**src/rtl/uart_buffered.sv**
```systemverilog
// Buffered UART: TX/RX FIFOs around bit-serial engines with per-frame latched baud/parity/stop config.
// TX line goes low the edge after the FIFO becomes non-empty; a full TX FIFO refuses pushes, a full RX FIFO drops frames.

module uart_buffered_fifo #(
    parameter int W     = 8,
    parameter int DEPTH = 16
) (
    input  logic         clk,
    input  logic         reset,
    input  logic         wr_en,
    input  logic [W-1:0] wr_dat,
    input  logic         rd_en,
    output logic [W-1:0] rd_dat,
    output logic         full,
    output logic         empty
);
    localparam int AW = $clog2(DEPTH);

    logic [W-1:0] mem [DEPTH];
    logic [AW:0]  wr_ptr;
    logic [AW:0]  rd_ptr;

    always_ff @(posedge clk or negedge reset) begin
        if (!reset) begin
            wr_ptr <= '0;
            rd_ptr <= '0;
        end else begin
            if (wr_en) wr_ptr <= wr_ptr + 1'b1;
            if (rd_en) rd_ptr <= rd_ptr + 1'b1;
        end
    end

    always_ff @(posedge clk) begin
        if (wr_en) mem[wr_ptr[AW-1:0]] <= wr_dat;
    end

    // Extra pointer MSB distinguishes full from empty so every entry is usable.
    assign empty  = (wr_ptr == rd_ptr);
    assign full   = (wr_ptr[AW] != rd_ptr[AW]) && (wr_ptr[AW-1:0] == rd_ptr[AW-1:0]);
    assign rd_dat = mem[rd_ptr[AW-1:0]];
endmodule

module uart_buffered #(
    parameter int DATA_W     = 8,
    parameter int FIFO_DEPTH = 16,
    parameter int DIV_W      = 16
) (
    input  logic              clk,
    input  logic              reset,
    input  logic [DIV_W-1:0]  baud_div,
    input  logic [1:0]        parity_type,
    input  logic              stop_bits,
    input  logic              tx_valid,
    input  logic [DATA_W-1:0] tx_data,
    output logic              tx_ready,
    output logic              rx_valid,
    output logic [DATA_W-1:0] rx_data,
    input  logic              rx_ready,
    input  logic              data_rx,
    output logic              data_tx,
    output logic              tx_active_flag,
    output logic              rx_active_flag,
    output logic [2:0]        error_flag,
    input  logic              error_clr
);
    typedef enum logic [2:0] {IDLE, START, DATA, PARITY, STOP} state_t;

    logic [DIV_W-1:0] div_eff;
    assign div_eff = (baud_div < DIV_W'(4)) ? DIV_W'(4) : baud_div;

    // ---------------- TX ----------------
    state_t            tx_state, tx_next;
    logic [DIV_W-1:0]  tx_cnt, tx_div;
    logic [3:0]        tx_bit;
    logic [DATA_W-1:0] tx_shift, tx_head;
    logic              tx_par, tx_stop2, tx_load, tx_tick, tx_full, tx_empty, tx_push;
    logic [1:0]        tx_ptype;

    assign tx_push  = tx_valid && !tx_full;
    assign tx_ready = !tx_full;
    assign tx_tick  = (tx_cnt == tx_div - 1'b1);

    uart_buffered_fifo #(.W(DATA_W), .DEPTH(FIFO_DEPTH)) u_tx_fifo (
        .clk(clk), .reset(reset), .wr_en(tx_push), .wr_dat(tx_data),
        .rd_en(tx_load), .rd_dat(tx_head), .full(tx_full), .empty(tx_empty)
    );

    always_comb begin
        tx_next = tx_state;
        tx_load = 1'b0;
        data_tx = 1'b1;
        case (tx_state)
            IDLE: if (!tx_empty) begin
                tx_next = START;
                tx_load = 1'b1;
            end
            START: begin
                data_tx = 1'b0;
                if (tx_tick) tx_next = DATA;
            end
            DATA: begin
                data_tx = tx_shift[0];
                if (tx_tick && tx_bit == 4'(DATA_W - 1)) tx_next = (^tx_ptype) ? PARITY : STOP;
            end
            PARITY: begin
                data_tx = tx_par;
                if (tx_tick) tx_next = STOP;
            end
            STOP: if (tx_tick && tx_bit == (tx_stop2 ? 4'd1 : 4'd0)) begin
                // Back-to-back frames: reload straight into START without an idle bit.
                if (!tx_empty) begin
                    tx_next = START;
                    tx_load = 1'b1;
                end else begin
                    tx_next = IDLE;
                end
            end
            default: tx_next = IDLE;
        endcase
    end

    always_ff @(posedge clk or negedge reset) begin
        if (!reset) begin
            tx_state <= IDLE;
            tx_cnt   <= '0;
            tx_div   <= DIV_W'(4);
            tx_bit   <= '0;
            tx_shift <= '0;
            tx_par   <= 1'b0;
            tx_ptype <= 2'b00;
            tx_stop2 <= 1'b0;
        end else begin
            tx_state <= tx_next;
            if (tx_load) begin
                tx_shift <= tx_head;
                tx_par   <= (^tx_head) ^ parity_type[0];
                tx_ptype <= parity_type;
                tx_stop2 <= stop_bits;
                tx_div   <= div_eff;
                tx_cnt   <= '0;
                tx_bit   <= '0;
            end else if (tx_state != IDLE) begin
                if (tx_tick) begin
                    tx_cnt <= '0;
                    tx_bit <= (tx_next != tx_state) ? 4'd0 : tx_bit + 1'b1;
                    if (tx_state == DATA) tx_shift <= tx_shift >> 1;
                end else begin
                    tx_cnt <= tx_cnt + 1'b1;
                end
            end
        end
    end

    assign tx_active_flag = (tx_state != IDLE);

    // ---------------- RX ----------------
    state_t            rx_state, rx_next;
    logic [1:0]        rx_sync;
    logic              rx_s, rx_tick, rx_start, rx_done, par_err, frm_err;
    logic [DIV_W-1:0]  rx_cnt, rx_div;
    logic [3:0]        rx_bit;
    logic [DATA_W-1:0] rx_shift, rx_word, rx_head;
    logic [1:0]        rx_ptype;
    logic              rx_push, rx_full, rx_empty, rx_pop, rx_wr, overrun;

    assign rx_s    = rx_sync[1];
    assign rx_tick = (rx_state == START) ? (rx_cnt == (rx_div >> 1)) : (rx_cnt == rx_div - 1'b1);

    always_comb begin
        rx_next  = rx_state;
        rx_start = 1'b0;
        rx_done  = 1'b0;
        par_err  = 1'b0;
        frm_err  = 1'b0;
        case (rx_state)
            IDLE: if (!rx_s) begin
                rx_next  = START;
                rx_start = 1'b1;
            end
            START: if (rx_tick) rx_next = rx_s ? IDLE : DATA;
            DATA: if (rx_tick && rx_bit == 4'(DATA_W - 1)) rx_next = (^rx_ptype) ? PARITY : STOP;
            PARITY: if (rx_tick) begin
                rx_next = STOP;
                par_err = (rx_s != ((^rx_shift) ^ rx_ptype[0]));
            end
            STOP: if (rx_tick) begin
                rx_next = IDLE;
                rx_done = 1'b1;
                frm_err = !rx_s;
            end
            default: rx_next = IDLE;
        endcase
    end

    always_ff @(posedge clk or negedge reset) begin
        if (!reset) begin
            rx_sync  <= 2'b11;
            rx_state <= IDLE;
            rx_cnt   <= '0;
            rx_div   <= DIV_W'(4);
            rx_bit   <= '0;
            rx_shift <= '0;
            rx_ptype <= 2'b00;
            rx_push  <= 1'b0;
            rx_word  <= '0;
        end else begin
            rx_sync  <= {rx_sync[0], data_rx};
            rx_state <= rx_next;
            rx_push  <= rx_done;
            if (rx_done) rx_word <= rx_shift;
            if (rx_start) begin
                rx_cnt   <= '0;
                rx_bit   <= '0;
                rx_div   <= div_eff;
                rx_ptype <= parity_type;
            end else if (rx_state != IDLE) begin
                if (rx_tick) begin
                    rx_cnt <= '0;
                    rx_bit <= (rx_next != rx_state) ? 4'd0 : rx_bit + 1'b1;
                    if (rx_state == DATA) rx_shift <= {rx_s, rx_shift[DATA_W-1:1]};
                end else begin
                    rx_cnt <= rx_cnt + 1'b1;
                end
            end
        end
    end

    // A same-cycle pop frees the slot, so a full FIFO can still take the word.
    assign rx_pop  = rx_ready && !rx_empty;
    assign rx_wr   = rx_push && (!rx_full || rx_pop);
    assign overrun = rx_push && rx_full && !rx_pop;

    uart_buffered_fifo #(.W(DATA_W), .DEPTH(FIFO_DEPTH)) u_rx_fifo (
        .clk(clk), .reset(reset), .wr_en(rx_wr), .wr_dat(rx_word),
        .rd_en(rx_pop), .rd_dat(rx_head), .full(rx_full), .empty(rx_empty)
    );

    assign rx_valid       = !rx_empty;
    assign rx_data        = rx_empty ? '0 : rx_head;
    assign rx_active_flag = (rx_state != IDLE);

    always_ff @(posedge clk or negedge reset) begin
        if (!reset) error_flag <= 3'b000;
        else        error_flag <= (error_flag & {3{~error_clr}}) | {overrun, frm_err, par_err};
    end
endmodule

```
**config.mk**
```make
export PLATFORM = sky130hd
export DESIGN_NAME = uart_buffered
export DESIGN_NICKNAME = d
export VERILOG_FILES = /design/src/rtl/uart_buffered.sv
export SDC_FILE = /design/constraint.sdc
export NUM_CORES = 1
export LEC_CHECK = 0
export ABC_CLOCK_PERIOD_IN_PS = 3750
export CORE_MARGIN = 2
export CORE_UTILIZATION = 60
export DETAILED_ROUTE_END_ITERATION = 8
export PLACE_DENSITY = 0.87
export SLEW_MARGIN = 20
export SYNTH_ARGS = -nofsm -noshare
export SYNTH_HDL_FRONTEND = slang
export SYNTH_HIERARCHICAL = 1
export SYNTH_SLANG_ARGS = --single-unit
```
**constraint.sdc**
```tcl
create_clock -name clk -period 3.75 [get_ports clk]
set_input_delay 0.75 -clock clk [delete_from_list [all_inputs] [get_ports clk]]
set_output_delay 0.75 -clock clk [all_outputs]
set_load 0.005 [all_outputs]
```
==> flow_metrics.tcl <==
set metrics [dict create \
    power_mw 13.1 \
    criticalPathCategory "reg -> out" \
    max_stage_delay_ns 0.50 \
    synth_cells 1297 \
    gp_congestion 0.901 \
    min_path_type "in -> async" \
    syn_to_final_growth_pct 11.9 \
    met2_length_um 19300 \
    min_period_ns 3.53 \
    antenna_found_initial 0 \
    wl_per_cell_um 22.0 \
    power_density_nw_per_um2 638 \
    clock_path_buffers 3 \
    drive_above_1_share_pct 13.8 \
    grt_pass1_wl_um 60400 \
    routed_via_density 6.44 \
    maxSlewViolCount 0 \
    synth.distinct_cells 81 \
    setup_tns_ns 0 \
    reg2reg_depth 11 \
    crit_path_start "u_rx_fifo/rd_ptr[0]" \
    wl_met3_um 2140 \
    cts-root-buf "clkbuf_16" \
    dieWidth_um 179 \
    n_fill_cell 1916 \
    ys.flop_type "edfxtp_1" \
    yosysSeqAreaShare_pct 60.4 \
    syn_area_um2 18300 \
    drt_iter0_drc 1440 \
    drt_drc_violations_left 0 \
    wl_um 38700 \
    r2r_setup_slack_ns 0.32 \
    synth_enable_flop_cells 256 \
    max_slew_margin_pct 31.0 \
    die_h_um 179 \
    routedLengthMet1_um 16100 \
    syn_nets 1346 \
    yosysTopAreaCell "edfxtp_1" \
    yosys_warnings 6 \
    synth-seq-cells 390 \
    async_reset_ff_share_pct 34.4 \
    placement.io_buffers 48 \
    fin_skew_ns 0.0106 \
    maxCapViolations 0 \
    finalHoldViolCount 0 \
    status "finished clean" \
    required_ns 3.00 \
    grt_max_degree 84 \
    crit_fanout 29 \
    utilization_pct 68.7 \
    dieArea_um2 31900 \
    first_pass_iters 5 \
    io_pins 49 \
    synth_area_leaders "edfxtp_1, dfrtp_1, mux4_1" \
    setup_viol_count_final 0 \
    fin_crit_sh_pct 94.2 \
    mostFrequentLayoutCells "edfxtp_1, dfrtp_1, xnor2_1" \
    mostFrequentLayoutCell "edfxtp_1" \
    netlist.area_leader.share_pct 42.0 \
    core_area_um2 29800 \
    path_clk_slew_ns 0.06 \
    clock_sinks 390 \
    worst_pin_slew_ns 1.03 \
    cts_tree "yes" \
    rsz0062_at_grt "false" \
    h-tree-depth 2 \
    num_vias 11317 \
    startpoint_type "register" \
    routed.top_layer "met4" \
    fmax_mhz 283 \
    synth_area_per_cell_um2 14.1 \
    path_cells "buf_12, and2_1, a22oi_1, mux2i_1, o21ai_1, nor2b_1, clkdlybuf4s50_1" \
    critPathCapture "rx_data[2]" \
    worstSkewPairLatency_ns 0.52 \
    worstReg2RegStart "tx_div[0]" \
    cp-end-kind "output pin" \
    cpMaxStageDelayCell "clkdlybuf4s50_1" \
    nNetsFinal 1390 \
    leakage_nw 7.83 \
    grt_util_all_layers_pct 24.7 \
    grt.overflow.total 0 \
    start_util_pct 61.4 \
    n_antenna_cell 0 \
    arrival_ns 2.78 \
    grt_pass1_vias 10841 \
    ant_nets 0 \
    reg2reg_to "tx_div[15]" \
    dp_hpwl_um 25000 \
    peakVddDrop_mv 0.496 \
    cts_buffers 39 \
    rows 63 \
]
[cells in the mapped netlist, drive strengths merged, types with 12 or more instances]
cell type and instances:
a31oi 12, edfxtp 256, nor4 13, xor2 37, or3 12, buf 42, nand4 24, ha 16
mux4 48, nor3 18, clkbuf 37, nor2b 17, nor2 64, dfrtp 130, a32oi 17, o21ai 47
a22oi 18, nand2 53, and2 31, mux2 49, xnor2 65, inv 32, mux2i 64, and3 15
nand3 39
[worst max-delay path: cells and delay by family, from the launching register on]
kind / cells / cell delay, ns
and+or+nand+nor: 2 / 0.43
AOI/OAI and AO/OA: 2 / 0.58
DFF: 1 / 0.40
muxes: 1 / 0.14
buffers and inverters: 2 / 0.68
[timing repair]
action	in CTS	in global routing
setup endpoints to repair	5	11
hold buffers	0	0
resized for setup	1	1
setup buffers	0	1
[per-layer routing]
metal / GRT usage, % / vias to the layer above
li1: - / 5043
met3: 2.94 / 80
met5: 0 / -
met4: 7.35 / 0
met2: 41.3 / 459
met1: 34.5 / 5735
[registers in the layout (all words and copies together) (netlist names), 16 cells and up]
| signal | count |
|---|---|
| tx_cnt | 16 |
| tx_div | 16 |
| u_rx_fifo/mem | 128 |
| u_tx_fifo/mem | 128 |
| rx_div | 16 |
| rx_cnt | 16 |
[logic make-up (layout without fill, tap and decap cells)]
family                     count (synthesis)  count (layout)  synth area share [%]
DFF                                      390             390                  60.4
buffers and inverters                    111             181                  2.91
and+or+nand+nor                          347             347                  10.8
xor gates and xnor gates                 102             102                  4.89
adders and majority gates                 16              16                  1.09
AOI/OAI and AO/OA                        170             170                  6.73
muxes                                    161             161                  13.2
[worst min-delay path by stage]
stage	endpoint	start
finish	u_rx_fifo/rd_ptr[0]	reset
global route	u_rx_fifo/rd_ptr[0]	reset
CTS	error_flag[2]	reset
detailed placement	rx_sync[1]	rx_sync[0]
global placement	rx_sync[1]	rx_sync[0]
floorplan	rx_sync[1]	rx_sync[0]
[power breakdown]
group	internal, mW	switching, mW
registers	5.03	0.601
logic	1.63	1.77
clock network	2.48	1.55
[cell type report]
| type | instances | area [um2] | share of cell area (%) |
|---|---|---|---|
| clock buffer | 52 | 1110 | 5.41 |
| clock inverter | 15 | 219 | 1.07 |
| inverter | 32 | 120 | 0.587 |
| multi-input combinational | 796 | 6710 | 32.8 |
| sequential | 390 | 11100 | 54.0 |
| tap | 390 | 488 | 2.39 |
| timing repair buffer | 82 | 757 | 3.70 |
[stage by stage]
step	hold WS [ns]	cell area, um2	worst slack [ns]	std cells
after global placement	0.347	19100	0.480	1689
after detailed placement	0.350	19100	0.380	1689
after global routing	0.333	20500	0.00613	1757
final	0.289	20500	0.219	1757
after CTS	0.297	20400	0.111	1756
after floorplan	0.345	18300	0.695	1297
Note: power is estimated with default switching activity, not from simulation.
